File: config.mk
export PLATFORM = sky130hd
export DESIGN_NAME = id_ex_pipe_reg_flat
export DESIGN_NICKNAME = d
export VERILOG_FILES = /design/src/rtl/id_ex_pipe_reg_if.sv /design/src/rtl/id_ex_pipe_reg.sv /design/src/flat_wrapper.sv
export SDC_FILE = /design/constraint.sdc
export NUM_CORES = 1
export LEC_CHECK = 0
export CORE_AREA = 3 3 133 135
export DETAILED_ROUTE_END_ITERATION = 8
export DIE_AREA = 0 0 136 138
export PLACE_DENSITY_LB_ADDON = 0.1
export SLEW_MARGIN = 5
export SYNTH_ARGS = -nofsm -noshare
export SYNTH_HDL_FRONTEND = slang
export SYNTH_SLANG_ARGS = --single-unit
File: constraint.sdc
create_clock -name clk -period 5.6 [get_ports clk]
set_input_delay 1.68 -clock clk [delete_from_list [all_inputs] [get_ports clk]]
set_output_delay 1.68 -clock clk [all_outputs]
set_load 0.1 [all_outputs]
File: src/rtl/id_ex_pipe_reg_if.sv
// ID/EX boundary bundle: decoded ID fields in, registered EX fields out,
// plus the flush/stall controls and the upstream hold request.
interface id_ex_pipe_reg_if #(
  parameter int XLEN   = 32,
  parameter int REG_AW = 5
);
  logic              id_valid;
  logic [XLEN-1:0]   id_pc;
  logic [REG_AW-1:0] id_rs1;
  logic [REG_AW-1:0] id_rs2;
  logic [REG_AW-1:0] id_rd;
  logic [2:0]        id_funct3;
  logic [XLEN-1:0]   id_rdata1;
  logic [XLEN-1:0]   id_rdata2;
  logic [XLEN-1:0]   id_imm;
  logic              id_Branch;
  logic              id_MemREAD;
  logic              id_MemtoReg;
  logic              id_ALUSrc;
  logic              id_RegWrite;
  logic              id_PCSrc;
  logic [1:0]        id_MemWrite;
  logic [4:0]        id_ALUOp;

  logic              flush_i;
  logic              ex_stall_i;
  logic              id_hold_o;

  logic              ex_valid;
  logic [XLEN-1:0]   ex_pc;
  logic [REG_AW-1:0] ex_rs1;
  logic [REG_AW-1:0] ex_rs2;
  logic [REG_AW-1:0] ex_rd;
  logic [2:0]        ex_funct3;
  logic [XLEN-1:0]   ex_rdata1;
  logic [XLEN-1:0]   ex_rdata2;
  logic [XLEN-1:0]   ex_imm;
  logic              ex_Branch;
  logic              ex_MemREAD;
  logic              ex_MemtoReg;
  logic              ex_ALUSrc;
  logic              ex_RegWrite;
  logic              ex_PCSrc;
  logic [1:0]        ex_MemWrite;
  logic [4:0]        ex_ALUOp;

  modport master (
    output id_valid, id_pc, id_rs1, id_rs2, id_rd, id_funct3, id_rdata1, id_rdata2, id_imm,
           id_Branch, id_MemREAD, id_MemtoReg, id_ALUSrc, id_RegWrite, id_PCSrc, id_MemWrite,
           id_ALUOp, flush_i, ex_stall_i,
    input  id_hold_o, ex_valid, ex_pc, ex_rs1, ex_rs2, ex_rd, ex_funct3, ex_rdata1, ex_rdata2,
           ex_imm, ex_Branch, ex_MemREAD, ex_MemtoReg, ex_ALUSrc, ex_RegWrite, ex_PCSrc,
           ex_MemWrite, ex_ALUOp
  );

  modport slave (
    input  id_valid, id_pc, id_rs1, id_rs2, id_rd, id_funct3, id_rdata1, id_rdata2, id_imm,
           id_Branch, id_MemREAD, id_MemtoReg, id_ALUSrc, id_RegWrite, id_PCSrc, id_MemWrite,
           id_ALUOp, flush_i, ex_stall_i,
    output id_hold_o, ex_valid, ex_pc, ex_rs1, ex_rs2, ex_rd, ex_funct3, ex_rdata1, ex_rdata2,
           ex_imm, ex_Branch, ex_MemREAD, ex_MemtoReg, ex_ALUSrc, ex_RegWrite, ex_PCSrc,
           ex_MemWrite, ex_ALUOp
  );
endinterface

File: src/rtl/id_ex_pipe_reg.sv
// ID/EX pipeline register with load-use bubble insertion, EX flush and MEM stall.
// Optional HAZARD_PERF_EN adds saturating load-use and flush event counters.
module id_ex_pipe_reg #(
  parameter int XLEN   = 32,
  parameter int REG_AW = 5
) (
  input  logic                clk,
  input  logic                rst,
  id_ex_pipe_reg_if.slave     bus
`ifdef HAZARD_PERF_EN
  ,
  output logic [31:0]         perf_lu_cnt,
  output logic [31:0]         perf_flush_cnt
`endif
);

  typedef struct packed {
    logic [XLEN-1:0]   pc;
    logic [REG_AW-1:0] rs1;
    logic [REG_AW-1:0] rs2;
    logic [REG_AW-1:0] rd;
    logic [2:0]        funct3;
    logic [XLEN-1:0]   rdata1;
    logic [XLEN-1:0]   rdata2;
    logic [XLEN-1:0]   imm;
    logic              branch;
    logic              mem_read;
    logic              mem_to_reg;
    logic              alu_src;
    logic              reg_write;
    logic              pc_src;
    logic [1:0]        mem_write;
    logic [4:0]        alu_op;
  } payload_t;

  payload_t id_p;
  payload_t ex_q;
  logic     ex_valid_q;
  logic     hz;
  logic     do_flush;
  logic     do_hold;
  logic     do_bubble;

  always_comb begin
    id_p = '{
      pc:         bus.id_pc,
      rs1:        bus.id_rs1,
      rs2:        bus.id_rs2,
      rd:         bus.id_rd,
      funct3:     bus.id_funct3,
      rdata1:     bus.id_rdata1,
      rdata2:     bus.id_rdata2,
      imm:        bus.id_imm,
      branch:     bus.id_Branch,
      mem_read:   bus.id_MemREAD,
      mem_to_reg: bus.id_MemtoReg,
      alu_src:    bus.id_ALUSrc,
      reg_write:  bus.id_RegWrite,
      pc_src:     bus.id_PCSrc,
      mem_write:  bus.id_MemWrite,
      alu_op:     bus.id_ALUOp
    };
  end

  // Both sources compared even if the instruction ignores rs2; x0 never hazards.
  assign hz = ex_valid_q & ex_q.mem_read & (ex_q.rd != '0) & bus.id_valid &
              ((ex_q.rd == bus.id_rs1) | (ex_q.rd == bus.id_rs2));

  assign do_flush  = bus.flush_i;
  assign do_hold   = ~bus.flush_i & bus.ex_stall_i;
  assign do_bubble = ~bus.flush_i & ~bus.ex_stall_i & hz;

  assign bus.id_hold_o = ~bus.flush_i & (bus.ex_stall_i | hz);

  always_ff @(posedge clk or posedge rst) begin
    if (rst) begin
      ex_valid_q <= 1'b0;
      ex_q       <= '0;
    end else if (do_flush || do_bubble) begin
      ex_valid_q <= 1'b0;
      ex_q       <= '0;
    end else if (!do_hold) begin
      ex_valid_q <= bus.id_valid;
      ex_q       <= bus.id_valid ? id_p : '0;
    end
  end

`ifdef HAZARD_PERF_EN
  always_ff @(posedge clk or posedge rst) begin
    if (rst) begin
      perf_lu_cnt    <= '0;
      perf_flush_cnt <= '0;
    end else begin
      if (do_bubble && (perf_lu_cnt != 32'hFFFF_FFFF))
        perf_lu_cnt <= perf_lu_cnt + 32'd1;
      // Flushing an already-empty pipe is not counted.
      if (do_flush && (ex_valid_q || bus.id_valid) && (perf_flush_cnt != 32'hFFFF_FFFF))
        perf_flush_cnt <= perf_flush_cnt + 32'd1;
    end
  end
`endif

  assign bus.ex_valid    = ex_valid_q;
  assign bus.ex_pc       = ex_q.pc;
  assign bus.ex_rs1      = ex_q.rs1;
  assign bus.ex_rs2      = ex_q.rs2;
  assign bus.ex_rd       = ex_q.rd;
  assign bus.ex_funct3   = ex_q.funct3;
  assign bus.ex_rdata1   = ex_q.rdata1;
  assign bus.ex_rdata2   = ex_q.rdata2;
  assign bus.ex_imm      = ex_q.imm;
  assign bus.ex_Branch   = ex_q.branch;
  assign bus.ex_MemREAD  = ex_q.mem_read;
  assign bus.ex_MemtoReg = ex_q.mem_to_reg;
  assign bus.ex_ALUSrc   = ex_q.alu_src;
  assign bus.ex_RegWrite = ex_q.reg_write;
  assign bus.ex_PCSrc    = ex_q.pc_src;
  assign bus.ex_MemWrite = ex_q.mem_write;
  assign bus.ex_ALUOp    = ex_q.alu_op;

endmodule

File: src/flat_wrapper.sv
// flat-port wrapper written by rule: the top's interface ports become plain ports
module id_ex_pipe_reg_flat 
#(
  parameter int XLEN   = 32,
  parameter int REG_AW = 5
)
  (clk, rst, bus_id_valid, bus_id_pc, bus_id_rs1, bus_id_rs2, bus_id_rd, bus_id_funct3, bus_id_rdata1, bus_id_rdata2, bus_id_imm, bus_id_Branch, bus_id_MemREAD, bus_id_MemtoReg, bus_id_ALUSrc, bus_id_RegWrite, bus_id_PCSrc, bus_id_MemWrite, bus_id_ALUOp, bus_flush_i, bus_ex_stall_i, bus_id_hold_o, bus_ex_valid, bus_ex_pc, bus_ex_rs1, bus_ex_rs2, bus_ex_rd, bus_ex_funct3, bus_ex_rdata1, bus_ex_rdata2, bus_ex_imm, bus_ex_Branch, bus_ex_MemREAD, bus_ex_MemtoReg, bus_ex_ALUSrc, bus_ex_RegWrite, bus_ex_PCSrc, bus_ex_MemWrite, bus_ex_ALUOp);
  id_ex_pipe_reg_if #(.XLEN(XLEN), .REG_AW(REG_AW)) bus_i ();
  input  logic clk;
  input  logic rst;
  input wire logic [$bits(bus_i.id_valid)-1:0] bus_id_valid;
  input wire logic [$bits(bus_i.id_pc)-1:0] bus_id_pc;
  input wire logic [$bits(bus_i.id_rs1)-1:0] bus_id_rs1;
  input wire logic [$bits(bus_i.id_rs2)-1:0] bus_id_rs2;
  input wire logic [$bits(bus_i.id_rd)-1:0] bus_id_rd;
  input wire logic [$bits(bus_i.id_funct3)-1:0] bus_id_funct3;
  input wire logic [$bits(bus_i.id_rdata1)-1:0] bus_id_rdata1;
  input wire logic [$bits(bus_i.id_rdata2)-1:0] bus_id_rdata2;
  input wire logic [$bits(bus_i.id_imm)-1:0] bus_id_imm;
  input wire logic [$bits(bus_i.id_Branch)-1:0] bus_id_Branch;
  input wire logic [$bits(bus_i.id_MemREAD)-1:0] bus_id_MemREAD;
  input wire logic [$bits(bus_i.id_MemtoReg)-1:0] bus_id_MemtoReg;
  input wire logic [$bits(bus_i.id_ALUSrc)-1:0] bus_id_ALUSrc;
  input wire logic [$bits(bus_i.id_RegWrite)-1:0] bus_id_RegWrite;
  input wire logic [$bits(bus_i.id_PCSrc)-1:0] bus_id_PCSrc;
  input wire logic [$bits(bus_i.id_MemWrite)-1:0] bus_id_MemWrite;
  input wire logic [$bits(bus_i.id_ALUOp)-1:0] bus_id_ALUOp;
  input wire logic [$bits(bus_i.flush_i)-1:0] bus_flush_i;
  input wire logic [$bits(bus_i.ex_stall_i)-1:0] bus_ex_stall_i;
  output wire logic [$bits(bus_i.id_hold_o)-1:0] bus_id_hold_o;
  output wire logic [$bits(bus_i.ex_valid)-1:0] bus_ex_valid;
  output wire logic [$bits(bus_i.ex_pc)-1:0] bus_ex_pc;
  output wire logic [$bits(bus_i.ex_rs1)-1:0] bus_ex_rs1;
  output wire logic [$bits(bus_i.ex_rs2)-1:0] bus_ex_rs2;
  output wire logic [$bits(bus_i.ex_rd)-1:0] bus_ex_rd;
  output wire logic [$bits(bus_i.ex_funct3)-1:0] bus_ex_funct3;
  output wire logic [$bits(bus_i.ex_rdata1)-1:0] bus_ex_rdata1;
  output wire logic [$bits(bus_i.ex_rdata2)-1:0] bus_ex_rdata2;
  output wire logic [$bits(bus_i.ex_imm)-1:0] bus_ex_imm;
  output wire logic [$bits(bus_i.ex_Branch)-1:0] bus_ex_Branch;
  output wire logic [$bits(bus_i.ex_MemREAD)-1:0] bus_ex_MemREAD;
  output wire logic [$bits(bus_i.ex_MemtoReg)-1:0] bus_ex_MemtoReg;
  output wire logic [$bits(bus_i.ex_ALUSrc)-1:0] bus_ex_ALUSrc;
  output wire logic [$bits(bus_i.ex_RegWrite)-1:0] bus_ex_RegWrite;
  output wire logic [$bits(bus_i.ex_PCSrc)-1:0] bus_ex_PCSrc;
  output wire logic [$bits(bus_i.ex_MemWrite)-1:0] bus_ex_MemWrite;
  output wire logic [$bits(bus_i.ex_ALUOp)-1:0] bus_ex_ALUOp;
  assign bus_i.id_valid = bus_id_valid;
  assign bus_i.id_pc = bus_id_pc;
  assign bus_i.id_rs1 = bus_id_rs1;
  assign bus_i.id_rs2 = bus_id_rs2;
  assign bus_i.id_rd = bus_id_rd;
  assign bus_i.id_funct3 = bus_id_funct3;
  assign bus_i.id_rdata1 = bus_id_rdata1;
  assign bus_i.id_rdata2 = bus_id_rdata2;
  assign bus_i.id_imm = bus_id_imm;
  assign bus_i.id_Branch = bus_id_Branch;
  assign bus_i.id_MemREAD = bus_id_MemREAD;
  assign bus_i.id_MemtoReg = bus_id_MemtoReg;
  assign bus_i.id_ALUSrc = bus_id_ALUSrc;
  assign bus_i.id_RegWrite = bus_id_RegWrite;
  assign bus_i.id_PCSrc = bus_id_PCSrc;
  assign bus_i.id_MemWrite = bus_id_MemWrite;
  assign bus_i.id_ALUOp = bus_id_ALUOp;
  assign bus_i.flush_i = bus_flush_i;
  assign bus_i.ex_stall_i = bus_ex_stall_i;
  assign bus_id_hold_o = bus_i.id_hold_o;
  assign bus_ex_valid = bus_i.ex_valid;
  assign bus_ex_pc = bus_i.ex_pc;
  assign bus_ex_rs1 = bus_i.ex_rs1;
  assign bus_ex_rs2 = bus_i.ex_rs2;
  assign bus_ex_rd = bus_i.ex_rd;
  assign bus_ex_funct3 = bus_i.ex_funct3;
  assign bus_ex_rdata1 = bus_i.ex_rdata1;
  assign bus_ex_rdata2 = bus_i.ex_rdata2;
  assign bus_ex_imm = bus_i.ex_imm;
  assign bus_ex_Branch = bus_i.ex_Branch;
  assign bus_ex_MemREAD = bus_i.ex_MemREAD;
  assign bus_ex_MemtoReg = bus_i.ex_MemtoReg;
  assign bus_ex_ALUSrc = bus_i.ex_ALUSrc;
  assign bus_ex_RegWrite = bus_i.ex_RegWrite;
  assign bus_ex_PCSrc = bus_i.ex_PCSrc;
  assign bus_ex_MemWrite = bus_i.ex_MemWrite;
  assign bus_ex_ALUOp = bus_i.ex_ALUOp;
  id_ex_pipe_reg #(.XLEN(XLEN), .REG_AW(REG_AW)) u_core (.clk(clk), .rst(rst), .bus(bus_i));
endmodule
# After elaboration in Yosys (flattened, before gate mapping)
# Index checks and enable logic that the tools add are counted.
# totals
out_inout_bits	161
regBits	160
in_bits	164
wordCells	39
# op_classes
n_reduce_logical	2
n_mux	5
n_bitwise	12
n_eq_ne	3
# op_table
cell	count
$mux 159	3
$eq 5x5->1	2
$and 1x1->1	8
$reduce_bool 5->1	1
$mux 1	2
$ne 2x2->1 const B	1
$not 1->1	2
$or 1x1->1	2
$logic_or 1x1->1	1

# Logic depth before layout (Yosys ltp)
# Gate-level depths: netlist (run 1).
# depth
ltp_word	7
mapped_depth	7

# Least setup slack after synthesis (run 1)
# OpenSTA, ideal clock, no wires.
# synth_timing
path_type	input -> output
start	input port bus_id_rs1[4]
end	output port bus_id_hold_o
path_stages	5
arrival_ns	3.454
t_required_ns	3.920
setup_slack_ns	0.466
cell_sequence	xnor2_1 > nand3_1 > o22ai_1 > a21oi_1 > nor2_1
# synth_via
elab_chain_cells	5
# synth_rtl
item	line_no	rtl
from (decl)	flat_wrapper.sv:13	input wire logic [$bits(bus_i.id_rs1)-1:0] bus_id_rs1;
$eq 5x5->1	id_ex_pipe_reg.sv:67	((ex_q.rd == bus.id_rs1) | (ex_q.rd == bus.id_rs2));
$or 1x1->1	id_ex_pipe_reg.sv:67	
$and 1x1->1	id_ex_pipe_reg.sv:66	assign hz = ex_valid_q & ex_q.mem_read & (ex_q.rd != '0) & bus.id_valid &
$or 1x1->1	id_ex_pipe_reg.sv:73	assign bus.id_hold_o = ~bus.flush_i & (bus.ex_stall_i | hz);
$and 1x1->1	id_ex_pipe_reg.sv:73	
to (decl)	flat_wrapper.sv:30	output wire logic [$bits(bus_i.id_hold_o)-1:0] bus_id_hold_o;
# No other way between the ends.

# Final worst setup path (run 1)
# Same ends and word-level chain as after synthesis.

==> results of run 1 <==
[area by class of cell]
type / instances / area (sq um) / share of cell area (%)
multi-input combinational: 185 / 1577 / 16.12
inverter: 1 / 7.507 / 0.07679
sequential: 160 / 4004 / 40.95
tap: 220 / 275.3 / 2.815
clock inverter: 9 / 107.6 / 1.101
timing repair buffer: 329 / 3328 / 34.04
clock buffer: 23 / 478.0 / 4.889
[layer usage]
layer | vias to the layer above | GRT usage, % | part of all wire (%)
li1 | 2090 | - | -
met1 | 2326 | 23.97 | 39
met2 | 242 | 32.07 | 48
met3 | 35 | 8.176 | 10
met4 | 0 | 7.958 | 2.8
met5 | - | 0 | 0
[synthesized netlist by cell type]
master / n
dfrtp_1: 160
a22o_1: 159
clkbuf_1: 18
buf_4: 11
xnor2_1: 10
buf_2: 6
nand2_1: 3
nand3_1: 3
nor2_1: 3
a21oi_1: 2
a21o_1: 1
a21oi_2: 1
inv_1: 1
nor2b_1: 1
nor3_1: 1
o22ai_1: 1
[logic make-up (layout without fill, tap and decap cells)]
logic type	after synthesis	after routing	synth area share, %
AOI/OAI and AO/OA	164	164	24.79
DFF	160	160	69.64
buffers and inverters	36	362	3.199
and+or+nand+nor	11	11	0.8486
xor gates and xnor gates	10	10	1.523
[critical path, delay by kind of cell]
kind / cells / cell delay, ns
buf+inv: 2 / 0.71
compound gates: 2 / 0.41
simple gates: 2 / 0.31
xor+xnor: 1 / 0.13
[worst max-delay path by stage]
stage	startpoint	endpoint	slack, ns	depth (start not counted)
after floorplan	bus_id_rs1[4]	bus_id_hold_o	0.47	5
after global placement	bus_id_rs1[4]	bus_id_hold_o	0.72	7
after detailed placement	bus_id_rs1[4]	bus_id_hold_o	0.69	7
after CTS	bus_id_rs1[4]	bus_id_hold_o	0.68	7
after global routing	bus_id_rs2[2]	bus_id_hold_o	0.59	7
final	bus_id_rs1[4]	bus_id_hold_o	0.68	7
[stage by stage]
stage          area, sq um  std cells
6_report              9777        927
5_1_grt               9777        927
4_1_cts               9777        927
3_5_place_dp          9191        895
3_3_place_gp          9191        895
2_1_floorplan         5753        381
[power by group]
group / switching (mW) / total, mW / internal, mW
sequential: 0.0278 / 1.23 / 1.20
clock: 0.455 / 1.15 / 0.691
combinational: 0.446 / 0.663 / 0.217
[flip-flops by register name (all words and copies together), names as in the netlist, 2 cells and up]
signal	flops
u_core.bus.ex_imm	32
u_core.bus.ex_pc	32
u_core.bus.ex_rdata1	32
u_core.bus.ex_rdata2	32
u_core.bus.ex_ALUOp	5
u_core.bus.ex_rd	5
u_core.bus.ex_rs1	5
u_core.bus.ex_rs2	5
u_core.bus.ex_funct3	3
u_core.bus.ex_MemWrite	2
[placed cells by master (no fill, tap or decap), types with 3 or more instances in the layout]
cell             instances
clkbuf_1                 3
clkinvlp_4               3
nand3_1                  3
a22o_1                 159
clkinv_2                 3
nand2_1                  3
clkdlybuf4s50_1        323
xnor2_1                 10
clkbuf_16               17
buf_12                   4
nor2_1                   3
dfrtp_1                160
clkbuf_8                 3
==> impl_metrics.yaml, run 1 <==
cells_and_area:
  final_util_pct: 58.96
  antennaDiodeCount: 0
  syn_to_final_growth_pct: 70.05
  fill_cells: 1327
  nets: 858
  drive_gt1_share_pct: 5.375
routing:
  wl_per_cell_um: 20.44
  drt-initial-drc-count: 181
  drc_errors: 0
  ant_nets: 0
  drt-pass1-iter-count: 4
  wl_um: 18950
  dr_total_vias: 4693
  viasPerCell: 5.063
status:
  status: "completed"
sta:
  min_period_ns: 4.921
  timing.final.crit_share_pct: 87.87
  fmax_mhz: 203.2
  worst_slack_ns: 0.6793
  drv_slew: 0
  finalSetupViolations: 0
  worst_hold_slack_ns: 0.4928
  worst_slew_pin_slew_ns: 1.269
  rsz0062_at_grt: "no"
  slew_headroom_pct: 15.38
  fin_tns_setup_ns: 0
  hold_violations: 0
  finClkSkew_ns: 0.01022
setup_path:
  cp_cell_sequence: "clkdlybuf4s50_1 -> xnor2_1 -> nand3_1 -> o22ai_1 -> a21oi_1 -> nor2_1 -> buf_12"
  reg2reg_slack_ns: 3.46
  cp-start-kind: "input pin"
  timing.rr.start: "u_core.bus.ex_rd[1]"
  crit_fanout: 2
  arrival_ns: 3.24
  r2r-end: "u_core.bus.ex_rdata2[23]"
  slowest_stage: "clkdlybuf4s50_1"
  rr_worst_depth: 5
  worstSetupEndpointType: "output pin"
  critical_path_class: "in2out"
  cp_slowest_stage_delay_ns: 0.50
  cp.required_ns: 3.92
floorplanning:
  die_y_um: 138
  die-area_sq_um: 18770
  core_area_sq_um: 16580
  num_rows: 47
  die_w_um: 136
  start_util_pct: 34.67
  io_pins: 325
synth:
  yosysTopAreaCellShare_pct: 69.64
  seq_area_frac_synth_pct: 69.64
  yosysUniqueCellTypes: 16
  yosysTopAreaCell: "dfrtp_1"
  netlist_instances: 381
  ys_top_cells_by_area: "dfrtp_1 70%, a22o_1 24%, xnor2_1 1.5%, buf_4 1.4%, clkbuf_1 1.2%"
  synth_nets: 545
  yosysWarnings: 0
  syn_area_per_cell_sq_um: 15.09
  synth.cell_area_sq_um: 5749
  synth-seq-cells: 160
global_route:
  grt-ovfl-total: 0
  grt_max_degree: 161
  grt_pass1_vias: 5083
  grtUsageTotal_pct: 20.01
  grt_first_pass_wirelength_um: 29320
  antenna_found_initial: 0
clock_tree:
  cts_tree: "built"
  cts_made_buffers: 17
  clk_latency_ns: 0.42
  cts.sinks: 160
  clkTransAtPathRegs_ns: 0.06
  hold_buffers: 0
  htreeDepth: 4
  cts_max_path_buffers: 2
  root_buffer: "clkbuf_16"
  postCtsSetupBuffers: 0
  cts_resized: 0
worst_hold_path:
  worstHoldStart: "u_core.bus.ex_rdata1[28]"
  worstHoldPathCells: 1
  hold_path_class: "reg2reg"
  whs_endpoint: "u_core.bus.ex_rdata1[28]"
pwr:
  p_total_mw: 3.037
  power_density_nw_per_um2: 310.6
  p_leak_nw: 4.279
  ir_drop_mv: 0.2078
flow_run:
  drv_cap: 0
placed_design:
  place_ws_ns: 0.6897
  gp_congestion: 0.7998
  dp_hpwl_um: 13040
  io_buffers: 324
Power figures use the tool's default switching activity.
==> run 2: changes to the inputs <==
--- a/config.mk
+++ b/config.mk
@@ -9,6 +9,7 @@
 export DETAILED_ROUTE_END_ITERATION = 8
 export DIE_AREA = 0 0 136 138
 export PLACE_DENSITY_LB_ADDON = 0.1
+export SKIP_LAST_GASP = 1
 export SLEW_MARGIN = 5
 export SYNTH_ARGS = -nofsm -noshare
 export SYNTH_HDL_FRONTEND = slang
==> results of run 2 <==
Final layout, timing and power as in run 1 (identical DEF).
